$ cat config.mk
export PLATFORM = sky130hd
export DESIGN_NAME = operand_stage
export DESIGN_NICKNAME = d
export VERILOG_FILES = /design/src/rtl/operand_stage.sv
export SDC_FILE = /design/constraint.sdc
export NUM_CORES = 1
export LEC_CHECK = 0
export CAP_MARGIN = 5
export CORE_AREA = 2 2 173 175
export CTS_CLUSTER_SIZE = 25
export DETAILED_ROUTE_END_ITERATION = 16
export DIE_AREA = 0 0 175 177
export PLACE_DENSITY = 0.6
export SYNTH_ARGS = -nofsm -noshare
export SYNTH_HDL_FRONTEND = slang
export SYNTH_SLANG_ARGS = --single-unit
$ cat constraint.sdc
create_clock -name clk -period 2.5 [get_ports clk]
set_clock_uncertainty 0.15 [all_clocks]
set_input_delay 0.25 -clock clk [delete_from_list [all_inputs] [get_ports clk]]
set_output_delay 0.25 -clock clk [all_outputs]
set_load 0.01 [all_outputs]
$ cat src/rtl/operand_stage.sv
// operand_stage: ID->EX pipeline register with operand forwarding,
// load-use hazard detection, bubble insertion and a saturating bubble counter.
module operand_stage #(
    parameter int CTRL_W = 16,
    parameter int CNT_W  = 16
) (
    input  logic              clk,
    input  logic              rstn,
    // decode side
    input  logic              id_valid,
    input  logic [31:0]       id_pc,
    input  logic [4:0]        id_rs1,
    input  logic [4:0]        id_rs2,
    input  logic [4:0]        id_rd,
    input  logic              id_uses_rs1,
    input  logic              id_uses_rs2,
    input  logic [31:0]       id_rdata1,
    input  logic [31:0]       id_rdata2,
    input  logic [31:0]       id_imm,
    input  logic [CTRL_W-1:0] id_ctrl,
    input  logic              id_is_load,
    input  logic              id_regwrite,
    // feedback and pipeline control
    input  logic [31:0]       ex_alu_result,
    input  logic [4:0]        mem_rd,
    input  logic              mem_regwrite,
    input  logic [31:0]       mem_result,
    input  logic [4:0]        wb_rd,
    input  logic              wb_regwrite,
    input  logic [31:0]       wb_result,
    input  logic              flush,
    input  logic              ex_stall,
    // outputs
    output logic              stall_id,
    output logic              ex_valid,
    output logic [31:0]       ex_pc,
    output logic [31:0]       ex_rs1val,
    output logic [31:0]       ex_rs2val,
    output logic [31:0]       ex_imm,
    output logic [4:0]        ex_rd,
    output logic [CTRL_W-1:0] ex_ctrl,
    output logic              ex_is_load,
    output logic              ex_regwrite,
    output logic [CNT_W-1:0]  bubble_cnt
);

    localparam logic [CNT_W-1:0] CNT_MAX = {CNT_W{1'b1}};

    // Operand select: x0 is hard zero; youngest producer wins (EX, MEM, WB),
    // otherwise the register-file read data is used.
    function automatic logic [31:0] operand_sel(
        input logic [4:0]  rs,
        input logic        uses,
        input logic [31:0] rdata,
        input logic        ex_en,
        input logic [4:0]  ex_dst,
        input logic [31:0] ex_res,
        input logic        mem_en,
        input logic [4:0]  mem_dst,
        input logic [31:0] mem_res,
        input logic        wb_en,
        input logic [4:0]  wb_dst,
        input logic [31:0] wb_res
    );
        logic [31:0] val;
        if (rs == 5'd0) begin
            val = 32'h0000_0000;
        end else if (uses && ex_en && (ex_dst == rs)) begin
            val = ex_res;
        end else if (uses && mem_en && (mem_dst == rs)) begin
            val = mem_res;
        end else if (uses && wb_en && (wb_dst == rs)) begin
            val = wb_res;
        end else begin
            val = rdata;
        end
        return val;
    endfunction

    logic        ex_fwd_en_s;
    logic        load_use_s;
    logic [31:0] rs1_val_s;
    logic [31:0] rs2_val_s;

    // Hazard detection, stall request and forwarded operand values.
    always_comb begin
        ex_fwd_en_s = 1'b0;
        load_use_s  = 1'b0;
        stall_id    = 1'b0;
        // A load's result is not available in EX, so it never forwards from there.
        ex_fwd_en_s = ex_valid & ex_regwrite & ~ex_is_load;
        if (id_valid && ex_valid && ex_is_load && ex_regwrite && (ex_rd != 5'd0)) begin
            load_use_s = (id_uses_rs1 && (id_rs1 == ex_rd)) ||
                         (id_uses_rs2 && (id_rs2 == ex_rd));
        end else begin
            load_use_s = 1'b0;
        end
        stall_id  = (load_use_s | ex_stall) & ~flush;
        rs1_val_s = operand_sel(id_rs1, id_uses_rs1, id_rdata1,
                                ex_fwd_en_s, ex_rd, ex_alu_result,
                                mem_regwrite, mem_rd, mem_result,
                                wb_regwrite, wb_rd, wb_result);
        rs2_val_s = operand_sel(id_rs2, id_uses_rs2, id_rdata2,
                                ex_fwd_en_s, ex_rd, ex_alu_result,
                                mem_regwrite, mem_rd, mem_result,
                                wb_regwrite, wb_rd, wb_result);
    end

    // EX pipeline register: flush > stall-hold > bubble > capture.
    always_ff @(posedge clk or negedge rstn) begin
        if (!rstn) begin
            ex_valid    <= 1'b0;
            ex_pc       <= 32'h0000_0000;
            ex_rs1val   <= 32'h0000_0000;
            ex_rs2val   <= 32'h0000_0000;
            ex_imm      <= 32'h0000_0000;
            ex_rd       <= 5'd0;
            ex_ctrl     <= {CTRL_W{1'b0}};
            ex_is_load  <= 1'b0;
            ex_regwrite <= 1'b0;
        end else if (flush) begin
            ex_valid    <= 1'b0;
            ex_is_load  <= 1'b0;
            ex_regwrite <= 1'b0;
        end else if (ex_stall) begin
            ex_valid    <= ex_valid;
            ex_is_load  <= ex_is_load;
            ex_regwrite <= ex_regwrite;
        end else if (load_use_s) begin
            ex_valid    <= 1'b0;
            ex_is_load  <= 1'b0;
            ex_regwrite <= 1'b0;
        end else begin
            ex_valid    <= id_valid;
            ex_pc       <= id_pc;
            ex_rs1val   <= rs1_val_s;
            ex_rs2val   <= rs2_val_s;
            ex_imm      <= id_imm;
            ex_rd       <= id_rd;
            ex_ctrl     <= id_ctrl;
            ex_is_load  <= id_is_load & id_valid;
            ex_regwrite <= id_regwrite & id_valid;
        end
    end

    // Saturating count of inserted load-use bubbles (stalls and flushes excluded).
    always_ff @(posedge clk or negedge rstn) begin
        if (!rstn) begin
            bubble_cnt <= {CNT_W{1'b0}};
        end else if (!flush && !ex_stall && load_use_s && (bubble_cnt != CNT_MAX)) begin
            bubble_cnt <= bubble_cnt + {{(CNT_W-1){1'b0}}, 1'b1};
        end else begin
            bubble_cnt <= bubble_cnt;
        end
    end

endmodule

=== Yosys cells after proc, flatten, opt, wreduce, memory -nomap -nowiden ===
Index checks and enable logic that the tools add are counted.

* Output and inout bits: 169
* Flip-flop bits (word level): 168

* Equality and inequality tests: 10
* Mux-type cells: 18
* $add $sub $neg: 1
* Reductions and logical operators: 28
* Bitwise gates (word level): 10

{| class="wikitable"
|+ Operators with widths
! cell !! count
|-
| $mux 32 || 8
|-
| $eq 5x5->1 || 8
|-
| $logic_and 1x1->1 || 21
|-
| $add 16x1->16 const B || 1
|-
| $ne 16x16->1 const B || 1
|-
| $logic_not 5->1 || 2
|-
| $mux 1 || 10
|-
| $and 1x1->1 || 5
|-
| $reduce_bool 5->1 || 1
|-
| $not 1->1 || 4
|-
| $reduce_and 3->1 || 1
|-
| $logic_not 1->1 || 2
|-
| $ne 2x2->1 const B || 1
|-
| $logic_or 1x1->1 || 1
|-
| $or 1x1->1 || 1
|}

=== Depth between registers and ports, before layout ===
Gate-level depths: netlist of the first run.

* Depth after elaboration: 8
* Mapped depth: 9
* Mapped depth without buffers: 7

=== Worst setup path after synthesis of the first run ===
Ideal clock, no wire load.

* Path type: flip-flop to flip-flop
* Start point: register ex_rd[0]
* End point: register ex_imm[10]
* Required time: 2.225 ns
* Setup time: 0.125 ns
* Data arrival time: 2.001 ns
* Stages on the path, launching flop included: 9
* Clock period less this slack: 2.276 ns
* Slack: 0.224 ns
* Cell sequence: dfrtp_1 > xor2_1 > nor4_1 > nand3_1 > a21boi_4 > nor3_2 > buf_6 > buf_6 > mux2_4

* Longest elaborated chain between the ends: 6
* Elaborated cells on any way between the ends: 10
* Those cells by class: eq/ne (2); mux (1); bitwise (1); reduce/logical (6)

{| class="wikitable"
|+ RTL lines
! element !! line !! source
|-
| start: declaration || 40 || <nowiki>output logic [4:0] ex_rd,</nowiki>
|-
| start signal: assignment || 139 || <nowiki>ex_rd <= id_rd;</nowiki>
|-
| $eq 5x5->1 (on tied branches) || 93, 94 ||
|-
| $logic_and 1x1->1 (on tied branches) || 93, 94 ||
|-
| $logic_or 1x1->1 || 93 || <nowiki>load_use_s = (id_uses_rs1 && (id_rs1 == ex_rd)) ||</nowiki>
|-
| $mux 1 * || 92 || <nowiki>if (id_valid && ex_valid && ex_is_load && ex_regwrite && (ex_rd != 5'd0)) begin</nowiki>
|-
| $not 1->1 (no line) * || -- ||
|-
| $reduce_and 3->1 (no line) * || -- ||
|-
| end signal: assignment || 138 || <nowiki>ex_imm <= id_imm;</nowiki>
|-
| end: declaration || 39 || <nowiki>output logic [31:0] ex_imm,</nowiki>
|}

Every way passes the cells marked *; elsewhere a longest branch is shown, timed or not.
A chain may end at the register's enable or synchronous reset.

=== Final worst setup path of the first run ===
* Start point: register ex_rd[0]
* End point: register ex_imm[21]

Same word-level chain as after synthesis.

==> impl_results.md, run 1 <==
* Status: complete, no violations
* Largest cells by area after synthesis: dfrtp_1 49%, mux2_2 7.6%, a221o_1 7.4%, mux2i_1 7.4%, and3_1 5.1%
* # IOs at 445
* Worst path slowest cell: dfrtp_2
* Vias in the first global route at 8411
* Total die area at 31000 µm²
* Sequential share of power at 0.390
* Leading area contributor after synthesis: dfrtp_1
* Max-slew violations at 0
* Top cell by count, worst path: buf_4
* Final Core Density at 0.508
* Pint at approximately 6.0 mW
* Port Buf Inserts at 444
* CP Buf/Inv Count at 3
* Largest family of logic cells by synthesized area: multiplexers
* Worst-Margin Slew at approximately 450 ps
* CTS root buffer: clkbuf_16
* Die height at around 180 µm
* CTS tree: built
* Post-Syn Area at 8640 µm²
* # nets final at 1509
* Slowest cell delay on critical path at 450 ps
* CTS Sinks at 168
* Router iterations before antenna repair at 5
* Max Root-Sink Buffers at 2
* Hold Crit Class: input port to async pin
* Largest net degree at the start of global routing at 65
* Rel. slew slack at 0.698
* Initial antenna violation count at 3
* PwrDens at ~570 nW/µm²
* Commonest cells post-synth: 168 x dfrtp_1, 74 x nor2_1, 71 x and3_1
* Combinational share of power at 0.285
* Post-layout min period at 2440 ps
* H-tree depth at 4
* DR iter-0 viols at 446
* Most common cell in the netlist: dfrtp_1
* Post-synthesis xor/xnor area fraction at 0.0456
* Async S/R FF share, synth at 1.00
* RSZ-0062 raised after global routing: true
* #FFs+latches synth at 168
* Post-DP HPWL at 25500 µm
* Yosys Warn Count at 0
* Global-route wire length before repair at 51300 µm
* Top delay family on crit path: simple AND/OR/NAND/NOR gates
* WP data required at ~2700 ps
* Unique cell type count in the Yosys netlist at 31
* Antenna viol nets, final at 0
* Sw Share at 0.296
* Clock power frac at 0.325
* Register area share after synthesis at 0.486
* Vias/cell at 4.94
* GRT overflow at 0
* Placer congestion estimate at between 0.8 and 0.9
* Post-synth EDFFs at 0
* Post-synthesis cell count at 755
* Compound-Gate Fraction of Synth Area at 0.120
* Post-Syn Area per Cell at 11.4 µm²
* Effective utilization at floorplan at 0.296
* Worst setup EP type: flop
* Share of layout cells above drive strength 1 at 0.165
* Final Setup Violations at 0
* Vias at 8080
* Core box area at 29200 µm²
* Crit-path cells: xor2_1, nor4_2, nand3_1, a21boi_4, buf_4, nor3_4, buf_4, clkbuf_16, mux2_4
* WP data arrival at 2600 ps
* Hold Worst Slack at 126 ps
* Max IR drop VDD at 0.000471 V
* Sw Pwr at approximately 2.5 mW
* Mux cell area share after synthesis at 0.198
* DRC at 0
* Total GRT Usage at 0.217
* Worst reg2reg setup slack at 60 ps
* Synth-to-Final Area Change at 72.0%
* Die Width at between 150 and 200 µm
* Fin crit share at 0.974
* Clock slew at reported path FFs at 80 ps
* Synth top area share at 0.486
* Synth Area in Simple Gates at 0.117
* Critical path startpoint category: flop
* Synth Flop Type: dfrtp_1
* Wire length per cell at around 21 µm
* Fillers at 2637
* Rows at 63
* Leakage at 6.69 nW
* CTS Buf Count at 17
* Max Cap Viol at 0
* Fin. Hold Viols at 0
* Setup ws final at 63.9 ps
* Post-Synth Adder-Cell Area at 0.00145
* Max frequency at 410 MHz
* WS Path Type: flop to flop
* CP max FO at 16
* Worst-Skew Late Latency at 430 ps
* Syn_nets at 1032
* Drt total wl at 35000 µm
* Dpl ws at -360 ps
## power groups by stage
stage          Combinational [mW]  Sequential, mW  Clock (mW)
2_1_floorplan               0.617            3.51           0
3_3_place_gp                 2.36            3.36           0
3_5_place_dp                 2.38            3.37           0
4_1_cts                      2.40            3.32        2.84
5_1_grt                      2.57            3.37        2.95
6_report                     2.42            3.32        2.76
## per-layer routing
layer  track usage  share of wire  up-vias
li1              -              -     3774
met4        0.0545          0.017        2
met1         0.267           0.41     3964
met2         0.377           0.50      305
met5             0        0.00026        -
met3        0.0565          0.068       35
## cell usage in the layout (no fill, tap or decap), types with 2 or more instances in the layout
cell,n
clkdlybuf4s50_1,442
or4_1,2
a21oi_1,66
buf_4,43
xnor2_1,20
mux2_2,58
mux2_4,28
mux2i_1,64
nand3_1,9
clkbuf_16,21
inv_6,4
dfrtp_1,166
clkinv_8,5
nor3_1,3
buf_6,3
o21ai_4,3
a221o_1,64
nor3_2,3
o21ai_1,3
diode_2,2
nor4_1,4
inv_12,2
clkinv_4,2
inv_8,2
and3_1,71
nor2_1,73
xor2_1,24
nand4_1,15
a32o_1,2
buf_12,18
nor4_2,2
nand2_1,6
dfrtp_2,2
## kinds of logic (layout without fill, tap and decap cells)
kind of cell,after synthesis,after routing
adder cells (fa/ha/maj),1,1
AND/OR/NAND/NOR,196,196
AO/OA/AOI/OAI,139,139
multiplexers,150,150
buffers and inverters,56,546
other,0,2
flip-flops,168,168
XOR/XNOR,45,45
## flip-flops by register name, indices dropped and copies added (netlist names)
register,flops
ex_valid,1
ex_regwrite,1
ex_pc,32
ex_rd,5
ex_ctrl,16
bubble_cnt,16
ex_rs2val,32
ex_rs1val,32
ex_imm,32
ex_is_load,1
## worst register-to-register path, delay by kind of cell, from the launching register on
family	cells	cell delay (ps)
DFF	1	450
muxes	1	320
AOI/OAI and AO/OA	1	200
xor gates and xnor gates	1	180
and+or+nand+nor	3	520
buffers and inverters	3	510
## timing repair
item,in CTS,in global routing
hold endpoints to repair,168,0
endpoints found under the setup margin,93,96
gates resized for setup,9,10
pin swaps,4,4
gates cloned,0,4
buffers inserted,2,2
hold buffers,1,0
## worst paths after layout
check | from | to | cells after the start
max | ex_rd[0]$_DFFE_PN0P_ | ex_imm[21]$_DFFE_PN0P_ | 9
min | rstn | bubble_cnt[8]$_DFFE_PN0P_ | 2
max reg2reg | ex_rd[0]$_DFFE_PN0P_ | ex_imm[21]$_DFFE_PN0P_ | 9
min reg2reg | bubble_cnt[15]$_DFFE_PN0P_ | bubble_cnt[15]$_DFFE_PN0P_ | 1
max in group asynchronous | rstn | ex_imm[15]$_DFFE_PN0P_ | 3
min in group clk | id_pc[12] | ex_pc[12]$_DFFE_PN0P_ | 2
## final cells by class
cell class                 count  area [µm²]  share of cell area
timing repair buffer         513        5280               0.355
tap                          390         488              0.0328
clock buffer                  17         425              0.0286
clock inverter                15         189              0.0127
multi-input combinational    531        4270               0.287
sequential                   168        4210               0.283
antenna                        2        5.00            0.000337
inverter                       1        3.75            0.000252
## stage by stage
stage / cells / power [mW] / setup TNS [ps] / instance area, µm²
finish: 1637 / 8.50 / 0 / 14900
global route: 1637 / 8.88 / -686 / 14900
CTS: 1630 / 8.57 / 0 / 14700
detailed placement: 1595 / 5.75 / -42860 / 14100
global placement: 1595 / 5.72 / -39710 / 14100
floorplan: 755 / 4.13 / 0 / 8640
(Power assumes the default switching activity.)
==> run 2: changes to the inputs <==
Settings changed: GPL_TIMING_DRIVEN set to 0.
==> run 2 against run 1 <==
The run now ends with setup timing left. Count of clock-buffer cells in the layout is the same. Critical path depth shrank 1. Clock power is essentially flat. Maximum frequency shrank 8.2%. Core utilization shrank 0.49 points. Setup slack lost 220 ps. Flip-flop and latch count is the same. First-iteration DRC count grew 8.3%. Worst hold slack gained 95 ps. Critical path type is now flop to output port. Largest cell class unchanged.
==> impl_results.md, run 2 (synthesis results as in run 1) <==
* Max Cap Viol at 0
* Worst-Margin Slew at 1090 ps
* Leakage at 6.62 nW
* WS Path Type: flop to output port
* Pint at 5.95 mW
* Placed cell count at 1590
* Clock slew at reported path FFs at around 80 ps
* Sw Share at 0.298
* Failing checks: setup timing
* Finished Layout Cells at 1653
* Worst setup EP type: output port
* Post-layout min period at 2650 ps
* CTS Sinks at about 170
* CTS root buffer: clkbuf_16
* # IOs at ~450
* Area of the multi-input gates at 4250 µm²
* Global-route wire length before repair at 54200 µm
* DR iter-0 viols at 483
* RSZ-0062 raised after global routing: true
* Total die area at 31000 µm²
* # nets final at 1526
* Vias in the first global route at 8684
* Max Root-Sink Buffers at 2
* Fillers at 2670
* CP max FO at 4
* CTS Buf Count at 17
* Most frequent cells in the layout: 442 x clkdlybuf4s50_1, 165 x dfrtp_1, 72 x nor2_1, 71 x and3_1, 65 x a21oi_1
* H-tree depth at 4
* Synth-to-Final Area Change at 70.4%
* Die height at 177 µm
* Effective utilization at floorplan at 0.296
* Initial antenna violation count at 2
* Vias/cell at 4.94
* Rows at between 60 and 70
* Largest net degree at the start of global routing at 92
* Sequential share of power at 0.391
* Final Setup Violations at 88
* Critical path startpoint category: flop
* WP data arrival at 2250 ps
* Share of layout cells above drive strength 1 at 0.163
* Antenna viol nets, final at 0
* Sw Pwr at 2.52 mW
* Max IR drop VDD at 0.000450 V
* Status: finished with violations
* Rel. slew slack at 0.268
* Placer congestion estimate at 0.834
* Fin crit share at 1.06
* Max frequency at 377 MHz
* WP data required at approximately 2100 ps
* GRT overflow at 0
* Worst-Skew Late Latency at 430 ps
* Reg area at 4210 µm²
* Die Width at around 180 µm
* Setup ws final at -153 ps
* CTS tree: built
* Leading cell type in the layout, fill and taps excluded: clkdlybuf4s50_1
* Power Total at 8.47 mW
* Vias at approximately 8.2k
* PwrDens at 575 nW/µm²
* Max-slew violations at 0
* Wire length per cell at roughly 22 µm
* Port Buf Inserts at between 400 and 500
* Total GRT Usage at 0.231
* Drt total wl at 36500 µm
* Post-DP HPWL at 27600 µm
* Hold Crit Class: input port to async pin
* Combinational share of power at 0.280
* Fin. Hold Viols at 0
* Core box area at ~29000 µm²
* Router iterations before antenna repair at 4
* DRC at 0
* Clock power frac at 0.329
## run 2: final cells by class
cell class | count | share of cell area
clock buffers | 17 | 0.0289
multi-input cells | 531 | 0.289
inverters | 1 | 0.000255
clock inverters | 15 | 0.0137
diodes | 1 | 0.000170
repair buffers | 475 | 0.322
flip-flops and latches | 168 | 0.286
well taps | 390 | 0.0331
plain buffers | 55 | 0.0274
## run 2: critical path, stage by stage, from the launching register on
cell and delay (ps):
dfrtp_2 450, xor2_1 150, nor4_1 280, nand3_1 240
a21boi_4 300, buf_6 140, nor2_2 30, nor2_1 80
buf_2 140
## run 2: worst paths after layout
| check | start | to | slack [ps] | depth (start not counted) |
|---|---|---|---|---|
| worst min-delay path | rstn | bubble_cnt[9]$_DFFE_PN0P_ | 220 | 2 |
| min in group clk | id_ctrl[10] | ex_ctrl[10]$_DFFE_PN0P_ | 260 | 2 |
| worst min register to register | ex_imm[31]$_DFFE_PN0P_ | ex_imm[31]$_DFFE_PN0P_ | 360 | 1 |
| worst max-delay path | ex_rd[1]$_DFFE_PN0P_ | stall_id | -150 | 8 |
| worst max register to register | ex_rd[1]$_DFFE_PN0P_ | ex_imm[22]$_DFFE_PN0P_ | -150 | 10 |
| max in group asynchronous | rstn | ex_pc[23]$_DFFE_PN0P_ | 1080 | 3 |
## run 2: repair_timing
action,CTS,global route
hold endpoints to repair,77,0
hold buffers,1,0
resized for setup,59,24
pin swaps,8,8
buffers inserted,21,5
endpoints found under the setup margin,151,161
gates cloned,0,3
## run 2: layer usage
layer,vias up,GRT usage,routed length (µm)
met4,0,0.0590,603
met2,325,0.403,18300
met5,-,0,0
met3,34,0.0578,2460
met1,4009,0.286,15200
li1,3805,-,-
## run 2: through the flow
step	util	hold slack (ps)	setup TNS [ps]	worst slack [ps]	area, µm²
final	0.503	220	-8440	-153	14700
after global routing	0.503	259	-24430	-258	14700
after CTS	0.497	250	-10830	-209	14500
after detailed placement	0.465	130	-96810	-949	13600
after global placement	0.464	339	-1185060	-6490	13600
after floorplan	-	-196	0	224	8640
## run 2: power by group through the flow
| stage | combinational, mW | sequential, mW | clock [mW] |
|---|---|---|---|
| 2_1_floorplan | 0.617 | 3.51 | 0 |
| 3_3_place_gp | 2.30 | 3.35 | 0 |
| 3_5_place_dp | 2.30 | 3.36 | 0 |
| 4_1_cts | 2.36 | 3.31 | 2.86 |
| 5_1_grt | 2.51 | 3.36 | 2.96 |
| 6_report | 2.37 | 3.31 | 2.79 |
==> edit 1: new RTL, settings of run 1 <==
Change the parameter `CTRL_W` from 16 to 32.
--- a/src/rtl/operand_stage.sv
+++ b/src/rtl/operand_stage.sv
@@ -1,7 +1,7 @@
 // operand_stage: ID->EX pipeline register with operand forwarding,
 // load-use hazard detection, bubble insertion and a saturating bubble counter.
 module operand_stage #(
-    parameter int CTRL_W = 16,
+    parameter int CTRL_W = 32,
     parameter int CNT_W  = 16
 ) (
     input  logic              clk,
Ports: changed (resized ex_ctrl and id_ctrl); port bits go from 445 to 477. No check against the original RTL was run, so the function may have changed too.
==> edit 1 against run 1 <==
  * The run now ends with setup timing left
  * Wire length increased by 4.7%
  * Setup slack worse by 0.081 ns
  * Total power up 7.4%
  * Final cell count is 4.1% higher
  * Synthesized area rose by 5.7%
  * Critical path depth is 2 higher
  * Sequential power rose by 9.3%
  * Clock power up 7%
  * Final area up 6.4%
  * Fmax decreased by 3.2%
  * Global-route usage increased by 1.2 points
  * Sequential cell count rose by 16
  * Critical endpoint is now ex_imm[20]
==> edit 1: results (changes against run 1) <==
| Metric | Value |
|---|---|
| Crit Path Max Fanout | 11 (-5) |
| Fill count | 2605 (-1.2%) |
| Ys async rst share | 100% (unchanged) |
| DP Area | 14800 um^2 (+5.3%) |
| HP Class | in -> async |
| Outcome | finished, violations left |
| Clock Tree Buf Depth | 2 (unchanged) |
| Met3 wire length | 3260 um (+38%) |
| Dpl ws | -0.335 ns (+0.0247 ns) |
| Setup ws final | -0.0170 ns (-0.0809 ns) |
| Leakage | 7.02 nW (+5.0%) |
| Sequential element share of the synthesized area | 50.4% (+1.8 points) |
| Largest net degree at the start of global routing | 73 (+12%) |
| Detailed Route Iter0 Violations | 494 (+11%) |
| Global router's overall resource usage | 22.8% (+1.2 points) |
| Final Max Slew Viols | 0 (unchanged) |
| Root buffer cell | clkbuf_16 |
| Via count | 8572 (+6.1%) |
| Area contributors post-synth | dfrtp_1, mux2_2, a221o_1 |
| Crit path DAT | 2.68 ns (+0.08 ns) |
| Failing checks | setup timing |
| Synth warn | 0 (unchanged) |
| Initial antenna violation count | 5 (+2) |
| Drt total wl | 36600 um (+4.7%) |
| Inst Count DP | 1649 (+3.4%) |
| Met1 wire length | 14500 um (+0.29%) |
| Worst-path clk slew | roughly 0.090 ns |
| CTS H-tree depth | 4 (unchanged) |
| CP max-delay cell | dfrtp_1 |
| GP Congestion | 0.850 (+2.8%) |
| Most frequent cells after synthesis | dfrtp_1, nor2_1, mux2_2 |
| Synth cell types | 34 (+9.7%) |
| Hpwl dp | 26700 um (+4.5%) |
| Slowest cell delay on critical path | between 0.4 and 0.5 ns |
| IO buf count | 476 (+7.2%) |
| Worst Tran Pin Value | 0.669 ns (+0.217 ns) |
| Setup violations, final | 8 (+8) |
| Max-cap viol count | 0 (unchanged) |
| Share of cells above drive strength 1 | 16.1% (-0.46 points) |
| Vias in the first global route | 8942 (+6.3%) |
| First-pass GRT wire length | 54000 um (+5.2%) |
| Clk Latency, worst-skew pair | 0.43 ns (about the same) |
| Sw Share | 29.1% (-0.48 points) |
| CTS Buf Count | 17 (unchanged) |
| Top Metal Used | met5 |
| Fin area | 15800 um^2 (+6.4%) |
| VDD IR max | 0.000470 V (-0.21%) |
| Initial DRT Pass Iterations | 5 (unchanged) |
| Wire length on met2 | 17900 um (+2.0%) |
| Post-synthesis net count | 1076 (+4.3%) |
| Cells after Synth | 783 (+3.7%) |
| Avg Vias per Cell | 5.03 (+1.9%) |
[edit 1: power by group through the flow]
stage	combinational [mW]	sequential (mW)	clock, mW
final	2.57	3.63	2.94
after global routing	2.73	3.68	3.15
after CTS	2.54	3.63	3.04
after detailed placement	2.50	3.68	0
after global placement	2.49	3.67	0
after floorplan	0.605	3.84	0
[edit 1: cell type report]
cell class / instances / share of cell area [%]
Clock buffer: 17 / 2.69
Antenna cell: 2 / 0.0316
Multi-Input combinational cell: 542 / 27.5
Sequential cell: 184 / 29.1
Tap cell: 390 / 3.08
Clock inverter: 15 / 1.41
Inverter: 2 / 0.0474
Timing Repair Buffer: 552 / 36.1
[edit 1: cells by family after synthesis]
logic type / count (synthesis) / synth area share, %
buf+inv: 57 / 3.26
compound gates: 140 / 11.6
xor+xnor: 45 / 4.31
mux: 166 / 19.6
fa+ha+maj: 1 / 0.137
flops: 184 / 50.4
simple gates: 190 / 10.7
[edit 1: per-stage QoR]
step	hold WS [ns]	setup TNS [ns]
floorplan	-0.196	0
global placement	0.179	-27.79
detailed placement	0.182	-29.18
CTS	0.228	-0.960
global route	0.234	-6.64
finish	0.240	-0.0770
[edit 1: worst max-delay path: cells and delay by family, from the launching register on]
family                 cells  cell delay [ns]
AO/OA/AOI/OAI              2             0.12
buffers and inverters      6             0.85
flip-flops                 1             0.44
multiplexers               1             0.32
AND/OR/NAND/NOR            2             0.50
[edit 1: worst paths after layout]
kind                                end  slack, ns  cells past startpoint        from
min                        ex_rs2val[1]       0.24                      2        rstn
min reg2reg                  ex_imm[20]       0.34                      1  ex_imm[20]
max reg2reg                  ex_imm[20]      -0.02                     11    ex_rd[1]
max in group asynchronous    ex_imm[29]       1.21                      3        rstn
min in group clk              ex_imm[5]       0.25                      2   id_imm[5]
max                          ex_imm[20]      -0.02                     11    ex_rd[1]
[edit 1: metal layers]
metal / up-vias / global-route usage [%]
met5: - / 0
met1: 4181 / 27.1
met3: 50 / 8.40
met4: 6 / 7.22
met2: 386 / 38.4
li1: 3949 / -
[edit 1: repair_timing]
| action | in CTS | in global routing |
|---|---|---|
| gates cloned | 1 | 7 |
| setup buffers | 3 | 9 |
| hold buffers | 1 | 0 |
| endpoints found under the hold margin | 66 | 0 |
| endpoints found under the setup margin | 2 | 146 |
| pin swaps | 9 | 5 |
| resized for setup | 7 | 23 |
==> edit 2: new RTL, config.mk and constraints of run 1 <==
Without the edit above. Register the output `bubble_cnt` once more; this adds one clock of latency there. The other outputs are not delayed to match.
--- a/src/rtl/operand_stage.sv
+++ b/src/rtl/operand_stage.sv
@@ -45,6 +45,8 @@
 );
 
     localparam logic [CNT_W-1:0] CNT_MAX = {CNT_W{1'b1}};
+
+    logic [CNT_W-1:0] bubble_cnt_s0;
 
     // Operand select: x0 is hard zero; youngest producer wins (EX, MEM, WB),
     // otherwise the register-file read data is used.
@@ -146,12 +148,16 @@
     // Saturating count of inserted load-use bubbles (stalls and flushes excluded).
     always_ff @(posedge clk or negedge rstn) begin
         if (!rstn) begin
-            bubble_cnt <= {CNT_W{1'b0}};
-        end else if (!flush && !ex_stall && load_use_s && (bubble_cnt != CNT_MAX)) begin
-            bubble_cnt <= bubble_cnt + {{(CNT_W-1){1'b0}}, 1'b1};
+            bubble_cnt_s0 <= {CNT_W{1'b0}};
+        end else if (!flush && !ex_stall && load_use_s && (bubble_cnt_s0 != CNT_MAX)) begin
+            bubble_cnt_s0 <= bubble_cnt_s0 + {{(CNT_W-1){1'b0}}, 1'b1};
         end else begin
-            bubble_cnt <= bubble_cnt;
+            bubble_cnt_s0 <= bubble_cnt_s0;
         end
+    end
+
+    always_ff @(posedge clk) begin
+        bubble_cnt <= bubble_cnt_s0;
     end
 
 endmodule
Behaviour: not the same (Yosys sat finds a counterexample within 4 cycles, from zero or initial values and one cycle with rstn low).
==> edit 2 against run 1 <==
  * The flow now finishes with violations (setup timing)
  * Synthesized area grew 5.2%
  * Clock power increased by 3%
  * Setup slack got worse by 0.12 ns
  * Wire length decreased by 0.74%
  * Final area up 4.0%
  * Sequential cell count grew 16
  * First-iteration DRC count is 3.4% higher
  * Count of clock-buffer cells in the layout is 1 higher
  * Total power up 4.7%
==> edit 2: results (changes against run 1) <==
| Metric | Value |
|---|---|
| Fin area | 15500 um^2 (+4.0%) |
| Comb_multi_in | 538 (+1.3%) |
| R2R cell count | 10 (+1) |
| Non-clk invs | 0 (-1) |
| VDD IR max | 0.000397 V (-16%) |
| Mux share of post-synthesis cell area | 19.9% (+0.049 points) |
| Clk cell area share | 3.95% (-0.18 points) |
| Global router's overall resource usage | 20.9% (-0.72 points) |
| Nets | 1544 (+2.3%) |
| NonClk Buf Share | 35.2% (-0.35 points) |
| Yosys reg bits | 184 (+9.5%) |
| Routed len/inst | 20.8 um (-2.7%) |
| Ys async rst share | 91.3% (-8.7 points) |
| Multi-input gate area | 4400 um^2 (+3.0%) |
| Setup ws final | -0.0543 ns (-0.118 ns) |
| Dpl ws | -0.349 ns (+0.0110 ns) |
| Adder-Cell Fraction of Synth Area | 0.138% (-0.0072 points) |
| Grt met1 use | 25.9% (-0.83 points) |
| Outcome | finished, violations left |
| Initial antenna violation count | 0 (-3) |
| Sequential cell area share | 29.3% (+0.98 points) |
| Failing checks | setup timing |
| Vias in the first global route | 8321 (-1.1%) |
| Wire length on met2 | 17700 um (+0.88%) |
| GR Util met3 | 5.41% (-0.24 points) |
| Setup violations, final | 25 (+25) |
| Worst Tran Pin Value | 1.22 ns (+0.766 ns) |
| First-pass GRT wire length | 49700 um (-3.2%) |
| GP Congestion | 0.843 (+2.0%) |
| Synth Area in Compound Gates | 11.6% (-0.44 points) |
| Sequential element share of the synthesized area | 49.8% (+1.1 points) |
| DP Area | 14500 um^2 (+2.8%) |
| Most frequent cells after synthesis | dfrtp_1, nor2_1, and3_1 |
| Post-Synth XOR/XNOR Area | 4.24% (-0.32 points) |
| Synth cell types | 33 (+6.5%) |
| Final std cells w/o fill | 1670 (+2.0%) |
| Signal buffers | 526 (+2.5%) |
| GRT met2 Usage | 36.3% (-1.3 points) |
| Leakage | 7.01 nW (+4.8%) |
| Top Metal Used | met4 |
| Hpwl dp | 24600 um (-3.7%) |
-- edit 2: cell count changes after synthesis, moves of 5 or more --
| cell | before | now |
|---|---|---|
| dfxtp_1 | 0 | 16 |
| mux2_2 | 58 | 37 |
| mux2_4 | 28 | 50 |
| nor2_1 | 74 | 79 |
| xnor2_1 | 20 | 15 |
-- edit 2: power groups by stage --
stage	sequential, mW	combinational (mW)	clock (mW)
final	3.56	2.50	2.84
after detailed placement	3.60	2.41	0
after global placement	3.61	2.40	0
after global routing	3.60	2.63	3.08
after floorplan	3.77	0.660	0
after CTS	3.56	2.43	2.94
-- edit 2: critical path, cell delays in order (launching register included) --
cell and delay, ns:
dfrtp_2 0.43, buf_4 0.16, nor3_2 0.18, a21oi_1 0.11, a21boi_2 0.19, buf_4 0.14
buf_6 0.11, nor3_4 0.22, buf_12 0.19, buf_12 0.18, mux2_2 0.36
